`config.mk`:
```
export PLATFORM = sky130hd
export DESIGN_NAME = sad_result_collector
export DESIGN_NICKNAME = d
export VERILOG_FILES = /design/src/rtl/sad_result_collector.sv
export SDC_FILE = /design/constraint.sdc
export NUM_CORES = 1
export LEC_CHECK = 0
export BUFFER_PORTS_ARGS = -buffer_cell sky130_fd_sc_hd__buf_2
export CORE_AREA = 2 2 145 147
export CTS_CLUSTER_DIAMETER = 100
export CTS_CLUSTER_SIZE = 10
export DETAILED_ROUTE_END_ITERATION = 6
export DIE_AREA = 0 0 147 149
export PLACE_DENSITY = 0.72
export SYNTH_ARGS = -nofsm -noshare
export SYNTH_HDL_FRONTEND = slang
export SYNTH_SLANG_ARGS = --single-unit
```
`constraint.sdc`:
```
create_clock -name clk -period 3.35 [get_ports clk]
set_input_delay 0.5025 -clock clk [delete_from_list [all_inputs] [get_ports clk]]
set_output_delay 0.5025 -clock clk [all_outputs]
set_load 0.02 [all_outputs]
```
`src/rtl/sad_result_collector.sv`:
```
// SAD result collector: buffers SAD results in a first-word fall-through FIFO
// with a sticky overflow flag, and tracks the per-frame minimum SAD.
module sad_result_collector #(
  parameter int DEPTH = 8,
  parameter int CNT_W = 6
) (
  input  logic                     clk,
  input  logic                     rst_n,
  input  logic                     cal_valid,
  input  logic [4:0]               cal_id,
  input  logic [15:0]              cal_rdata,
  input  logic                     frame_start,
  input  logic                     frame_end,
  input  logic                     ovf_clr,
  output logic                     out_valid,
  input  logic                     out_ready,
  output logic [4:0]               out_id,
  output logic [15:0]              out_sad,
  output logic [$clog2(DEPTH):0]   fifo_cnt,
  output logic                     ovf,
  output logic                     best_valid,
  output logic [15:0]              best_sad,
  output logic [4:0]               best_id,
  output logic [CNT_W-1:0]         best_cnt
);

  localparam int AW = $clog2(DEPTH);

  typedef enum logic [1:0] {IDLE, TRACK, DONE} state_e;

  logic [20:0]      mem_q [DEPTH];
  logic [AW-1:0]    wr_ptr_q, wr_ptr_d;
  logic [AW-1:0]    rd_ptr_q, rd_ptr_d;
  logic [AW:0]      cnt_q, cnt_d;
  logic             ovf_q, ovf_d;
  logic             push, pop, drop;

  state_e           state_q, state_d;
  logic [15:0]      min_q, min_d;
  logic [4:0]       id_q, id_d;
  logic [CNT_W-1:0] tcnt_q, tcnt_d;
  logic [15:0]      best_sad_q, best_sad_d;
  logic [4:0]       best_id_q, best_id_d;
  logic [CNT_W-1:0] best_cnt_q, best_cnt_d;
  logic [15:0]      fold_min;
  logic [4:0]       fold_id;
  logic [CNT_W-1:0] fold_cnt;

  // FIFO control: a full FIFO still accepts when the head leaves this cycle
  always_comb begin
    pop      = (cnt_q != '0) && out_ready;
    push     = cal_valid && ((cnt_q < (AW+1)'(DEPTH)) || pop);
    drop     = cal_valid && !push;
    wr_ptr_d = wr_ptr_q + AW'(push);
    rd_ptr_d = rd_ptr_q + AW'(pop);
    cnt_d    = cnt_q + (AW+1)'(push) - (AW+1)'(pop);
    ovf_d    = drop ? 1'b1 : (ovf_clr ? 1'b0 : ovf_q);
  end

  // FIFO storage, no reset needed since reads are masked while empty
  always_ff @(posedge clk) begin
    if (push) mem_q[wr_ptr_q] <= {cal_id, cal_rdata};
  end

  // FIFO pointers, occupancy and sticky overflow
  always_ff @(posedge clk or negedge rst_n) begin
    if (!rst_n) begin
      wr_ptr_q <= '0;
      rd_ptr_q <= '0;
      cnt_q    <= '0;
      ovf_q    <= 1'b0;
    end else begin
      wr_ptr_q <= wr_ptr_d;
      rd_ptr_q <= rd_ptr_d;
      cnt_q    <= cnt_d;
      ovf_q    <= ovf_d;
    end
  end

  assign out_valid          = (cnt_q != '0);
  assign {out_id, out_sad}  = out_valid ? mem_q[rd_ptr_q] : '0;
  assign fifo_cnt           = cnt_q;
  assign ovf                = ovf_q;

  // Tracker next state: a frame_start reseeds the accumulators and folds
  // in a same-cycle sample; the summary registers are written on the edge
  // entering DONE so they are already valid while best_valid is high.
  always_comb begin
    state_d    = state_q;
    min_d      = min_q;
    id_d       = id_q;
    tcnt_d     = tcnt_q;
    best_sad_d = best_sad_q;
    best_id_d  = best_id_q;
    best_cnt_d = best_cnt_q;

    fold_min = frame_start ? '1 : min_q;
    fold_id  = frame_start ? '0 : id_q;
    fold_cnt = frame_start ? '0 : tcnt_q;
    if (cal_valid) begin
      if (!(&fold_cnt)) fold_cnt = fold_cnt + 1'b1;
      if (cal_rdata < fold_min) begin
        fold_min = cal_rdata;
        fold_id  = cal_id;
      end
    end

    if (frame_start) begin
      state_d = TRACK;
      min_d   = fold_min;
      id_d    = fold_id;
      tcnt_d  = fold_cnt;
    end else begin
      case (state_q)
        IDLE: state_d = IDLE;
        TRACK: begin
          min_d  = fold_min;
          id_d   = fold_id;
          tcnt_d = fold_cnt;
          if (frame_end) begin
            state_d    = DONE;
            best_sad_d = fold_min;
            best_id_d  = fold_id;
            best_cnt_d = fold_cnt;
          end
        end
        DONE:    state_d = IDLE;
        default: state_d = IDLE;
      endcase
    end
  end

  // Tracker state and summary registers
  always_ff @(posedge clk or negedge rst_n) begin
    if (!rst_n) begin
      state_q    <= IDLE;
      min_q      <= '1;
      id_q       <= '0;
      tcnt_q     <= '0;
      best_sad_q <= '0;
      best_id_q  <= '0;
      best_cnt_q <= '0;
    end else begin
      state_q    <= state_d;
      min_q      <= min_d;
      id_q       <= id_d;
      tcnt_q     <= tcnt_d;
      best_sad_q <= best_sad_d;
      best_id_q  <= best_id_d;
      best_cnt_q <= best_cnt_d;
    end
  end

  assign best_valid = (state_q == DONE);
  assign best_sad   = best_sad_q;
  assign best_id    = best_id_q;
  assign best_cnt   = best_cnt_q;

endmodule

```
-- Word level (Yosys, flattened, before mapping)
Memories as Yosys holds them, arrays and structs flattened.
Cells that the tools add are included.
- add/sub/neg operators: 5
- $lt $le $gt $ge: 2
- equal/unequal tests: 3
- multiplexer cells: 23
- bitwise operators: 1
- reductions and logical operators: 10
- operator list (kind ; number):
    $mux W16 ; 5
    $mux W6 ; 5
    $mux W5 ; 5
    $mux W21 ; 1
    $lt A16 B16 Y1 ; 1
    $add A3 B1 Y3 ; 2
    $add A6 B1 Y6 const B ; 1
    $mux W2 ; 3
    $reduce_and A6 Y1 ; 1
    $add A4 B1 Y4 ; 1
    $lt A4 B4 Y1 const B ; 1
    $mux W1 ; 4
    $reduce_bool A2 Y1 ; 2
    $reduce_bool A4 Y1 ; 1
    $sub A4 B1 Y4 ; 1
    $logic_and A1 B1 Y1 ; 3
    $ne A3 B3 Y1 const B ; 1
    $reduce_and A3 Y1 ; 1
    $eq A2 B1 Y1 const B ; 1
    $eq A2 B2 Y1 const B ; 1
    $logic_not A1 Y1 ; 1
    $logic_or A1 B1 Y1 ; 1
    $not A1 Y1 ; 1
- flip-flop bits (word level): 67
- bits in writable memories: 168
- input port bits: 28
- output and inout port bits: 55
- logic and storage cells: 56
- memories kept: 1
- memory list (memory ; words ; bits a word ; rd ports ; clocked after memory_dff ; write ports ; RTL line ; RTL):
    mem_q ; 8 ; 21 ; 1 ; 0 ; 1 ; 31 ; logic [20:0] mem_q [DEPTH];

-- Logic depth before layout (Yosys ltp)
- depth after elaboration: 7
- mapped depth: 13

-- Worst setup path before layout
OpenSTA, ideal clock, no wires.
- path type: reg-to-reg
- start point: register cnt_q[2] (netlist: fifo_cnt[2])
- end point: memory mem_q[0][0] (enable)
- arrival time: 3.111 ns
- data required time: 2.925 ns
- setup slack: -0.187 ns
- stages on the path, launching flop included: 9
- buffers on the path: 0
- path through: dfrtp_1 > inv_1 > ha_1 > nor3b_1 > inv_1 > nand2_1 > a21boi_0 > nand2b_1 > nor3_1
- word-level cells in the longest chain between the ends: 6
- elaborated cells on any way between the ends: 7
- ends and longest elaborated chain (what ; RTL line ; RTL):
    from (decl) ; 34 ; logic [AW:0] cnt_q, cnt_d;
    from (signal assigned) ; 75 ; cnt_q <= cnt_d;
    $reduce_bool A4 Y1 ; - ;
    net out_valid ; 15 ; output logic out_valid,
    $logic_and A1 B1 Y1 ; 51 ; pop = (cnt_q != '0) && out_ready;
    $logic_or A1 B1 Y1 ; 52 ; push = cal_valid && ((cnt_q < (AW+1)'(DEPTH)) || pop);
    $logic_and A1 B1 Y1 ; 52 ;
    $mux W1 ; 62 ; if (push) mem_q[wr_ptr_q] <= {cal_id, cal_rdata};
    $mux W1 (not written as such) ; 62 ;
    to (decl) ; 31 ;
The timed path passes the listed nets, and every way through them passes these cells.

-- Worst setup path in the final report
- start point: register rd_ptr_q[0]
- end point: output out_sad[13]
- word-level cells in the longest chain between the ends: 2
- ends and longest elaborated chain (what ; RTL line ; RTL):
    from (decl) ; 33 ; logic [AW-1:0] rd_ptr_q, rd_ptr_d;
    from (signal assigned) ; 74 ; rd_ptr_q <= rd_ptr_d;
    $mem_v2 Z8 W21 ; - ;
    $mux W21 ; 81 ; assign {out_id, out_sad} = out_valid ? mem_q[rd_ptr_q] : '0;
    to (decl) ; 18 ; output logic [15:0] out_sad,
No other way between the ends.

==> out/metrics.cfg <==
[cells_and_area]
drive_above_1_share_pct = 28.4
seq_area_um2 = 6740
leading_cell_type_in_the_layout_fill_and_taps_excluded = sky130_fd_sc_hd__edfxtp_1
fillCellCount = 1637
area_growth_pct = 16.1
finish.net_count = 769
layout_common_cells = sky130_fd_sc_hd__edfxtp_1, sky130_fd_sc_hd__buf_2, sky130_fd_sc_hd__dfrtp_1
antennaDiodeCount = 0
area_used_by_multi_input_combinational_logic_um2 = 3040

[setup_path]
timing.reg2reg.worst_path_depth = 9
worstSetupStartpointType = flip-flop
regToRegSetupSlack_ps = 650
critical_path_class = flip-flop to primary output
timing.critical_path.to_type = primary output
reg2reg_to = min_q[5]$_DFFE_PN1P_
crit-reg2reg-launch = min_q[1]$_DFFE_PN1P_
critical_path_peak_fanout = 43
cp-startpoint = rd_ptr_q[0]$_DFF_PN0_
critical_path_required_ps = 2850
timing.critical_path.arrival_ps = 2300

[timing]
fin_setup_tns_ps = 0
finClkSkew_ps = 21.4
final.hold.worst_slack_ps = 140
grt_setup_unrepaired = no
worst_slew_pin_slew_ps = 1020
fmaxAchievable_ghz = 0.357
slew_viol_final = 0
report.final.hold_viol_count = 0
finalWorstPathRequiredPeriod_ps = 2800
setup_viol = 0
min_period_over_period_pct = 83.7
slew_headroom_pct = 31.9

[logic_synthesis]
dominantRegCellSynth = sky130_fd_sc_hd__edfxtp_1
synth_top_family_by_area = multiplexers
multiplexer_share_of_the_synthesized_area_pct = 11.8
synth.cell_area_um2 = 9990
synth-edff-count = 168
synth_async_sr_flop_share_pct = 28.5
post_synth_inst_count = 616
synth_seq_area_share_pct = 67.5
post_synth_fa_ha_maj_area_fraction_pct = 3.33
synthXorXnorAreaFrac_pct = 0.438
synth_cell_type_count = 53
yosys_register_bits = 235
fraction_of_the_mapped_netlist_area_in_simple_logic_gates_pct = 6.09
synthesis.nets = 670
yosys.area.top_type_share_pct = 50.5
yosys-top-cells-area = sky130_fd_sc_hd__edfxtp_1, sky130_fd_sc_hd__dfrtp_1, sky130_fd_sc_hd__mux4_2, sky130_fd_sc_hd__dfstp_2, sky130_fd_sc_hd__ha_1
compound_gate_fraction_of_synth_area_pct = 8.43
cell_type_with_the_largest_total_area_after_synthesis = sky130_fd_sc_hd__edfxtp_1
ys.warnings.count = 0
syn_area_per_cell_um2 = 16.2

[clock_tree]
tritoncts_clock_tree = done
clockRootBuffer = sky130_fd_sc_hd__clkbuf_16
numCtsBuffers = 27
cts_max_level = 1
post-cts-setup-buffers = 0
clkTransAtPathRegs_ps = 60
ctsHoldBuffers = 0
cts_num_sinks = 235
cts_max_path_buffers = 3
post_cts_resized = 0
clkLatencyLatePin_ps = 540

[power]
power-per-cell-area_nw_per_um2 = 801
design_power_total_mw = 9.30
vdd_drop_max_v = 0.000443
p_leak_nw = 4.36

[min_path]
hold_class = input pin to asynchronous set/reset pin

[die]
placement_rows = 53
num_io_pins = 83
initial_standard_cell_utilization_of_the_core_pct = 48.6
core_um2 = 20600
dieWidth_um = 147
die_h_um = 149
fp.dieArea_um2 = 21900

[detailed_routing]
wirelength_per_cell_um = 21.2
drt_first_pass_iters = 5
drt.antenna.violating_nets = 0
drc_errors = 0
sum_of_routed_wire_length_over_all_layers_mm = 21.4
via_per_inst = 5.82
via_total_after_detailed_routing = 5879
drt-initial-drc-count = 468

[grt]
wire_length_of_the_first_global_routing_pass_mm = 33.8
grt_start_max_net_pins = 46
antenna_found_initial = 0
grt_remaining_overflow = 0
vias_in_the_first_global_route = 6076
groute.usage.overall_pct = 19.9

[run_status]
outcome = finished clean

[placement]
io_buffers = 82
hpwlAfterDp_mm = 13.6
routabilityCongestion = 0.884

[job]
max_cap_viol_count = 0

[report_power, final]
part           switching [mW]  internal (mW)
registers               0.238           3.59
logic                    1.65           1.22
clock network            1.08           1.52
[cells by family (layout without fill, tap and decap cells)]
logic type | after synthesis | after routing
adder cells (fa/ha/maj) | 26 | 26
AND/OR/NAND/NOR | 124 | 124
flip-flops | 235 | 235
buffers and inverters | 58 | 178
multiplexers | 65 | 65
AO/OA/AOI/OAI | 103 | 103
XOR/XNOR | 5 | 5
[layer usage]
layer / routed length [um] / vias to the layer above / track usage [%]
li1: - / 2640 / -
met2: 10800 / 170 / 34.0
met5: 0 / - / 0
met1: 9200 / 3047 / 27.8
met3: 1210 / 22 / 3.00
met4: 243 / 0 / 4.09
[how the worst max path moves through the flow]
stage / to / slack, ps / cells past startpoint
finish: out_sad[13] / 550 / 5
global route: out_sad[13] / 410 / 5
CTS: out_sad[13] / 510 / 5
detailed placement: min_q[6]$_DFFE_PN1P_ / 270 / 10
global placement: best_sad[7]$_DFFE_PN0P_ / 400 / 9
floorplan: mem_q[4][0]$_DFFE_PP_ / 370 / 8
[Yosys cell counts, drive strengths merged, types with 2 or more instances]
cell	number
a311oi	15
mux2i	23
o22a	17
buf	16
and4	2
nand2	16
xor2	4
nor3	5
dfstp	16
nand2b	4
ha	25
dfrtp	51
clkbuf	19
a21oi	10
edfxtp	168
a311o	16
nand3	4
nor2	56
mux4	42
inv	23
o311a	2
a31oi	6
nand4	11
and2	17
a21o	4
nor2b	4
o31ai	6
o21ai	12
o22ai	6
[layout make-up]
class	instances	area share, %
sequential	235	58.1
inverter	23	0.744
clock buffer	48	6.50
clock inverter	2	0.237
tap	275	2.97
multi-input combinational	323	26.2
timing repair buffer	105	5.24
[registers in the layout, indices dropped and copies added, names as in the netlist]
signal    count
mem_q       168
wr_ptr_q      3
ovf           1
best_sad     16
tcnt_q        6
min_q        16
best_cnt      6
id_q          5
state_q       2
best_id       5
fifo_cnt      4
rd_ptr_q      3
[per-stage QoR]
stage                     setup slack, ps  instance area [um2]  util, %  instances
after floorplan                       371                10000        -        616
after global placement                401                10800     52.6        961
after detailed placement              266                10800     52.6        961
after CTS                             507                11600     56.4       1011
after global routing                  412                11600     56.4       1011
final                                 545                11600     56.4       1011
[critical path, cell delays in order, from the launching register on]
cell                      delay, ps
sky130_fd_sc_hd__dfrtp_2        370
sky130_fd_sc_hd__buf_12         320
sky130_fd_sc_hd__mux4_2         550
sky130_fd_sc_hd__mux2i_1        270
sky130_fd_sc_hd__nor2_1          90
sky130_fd_sc_hd__buf_2          170
No activity file was read; power rests on OpenSTA's default activity.
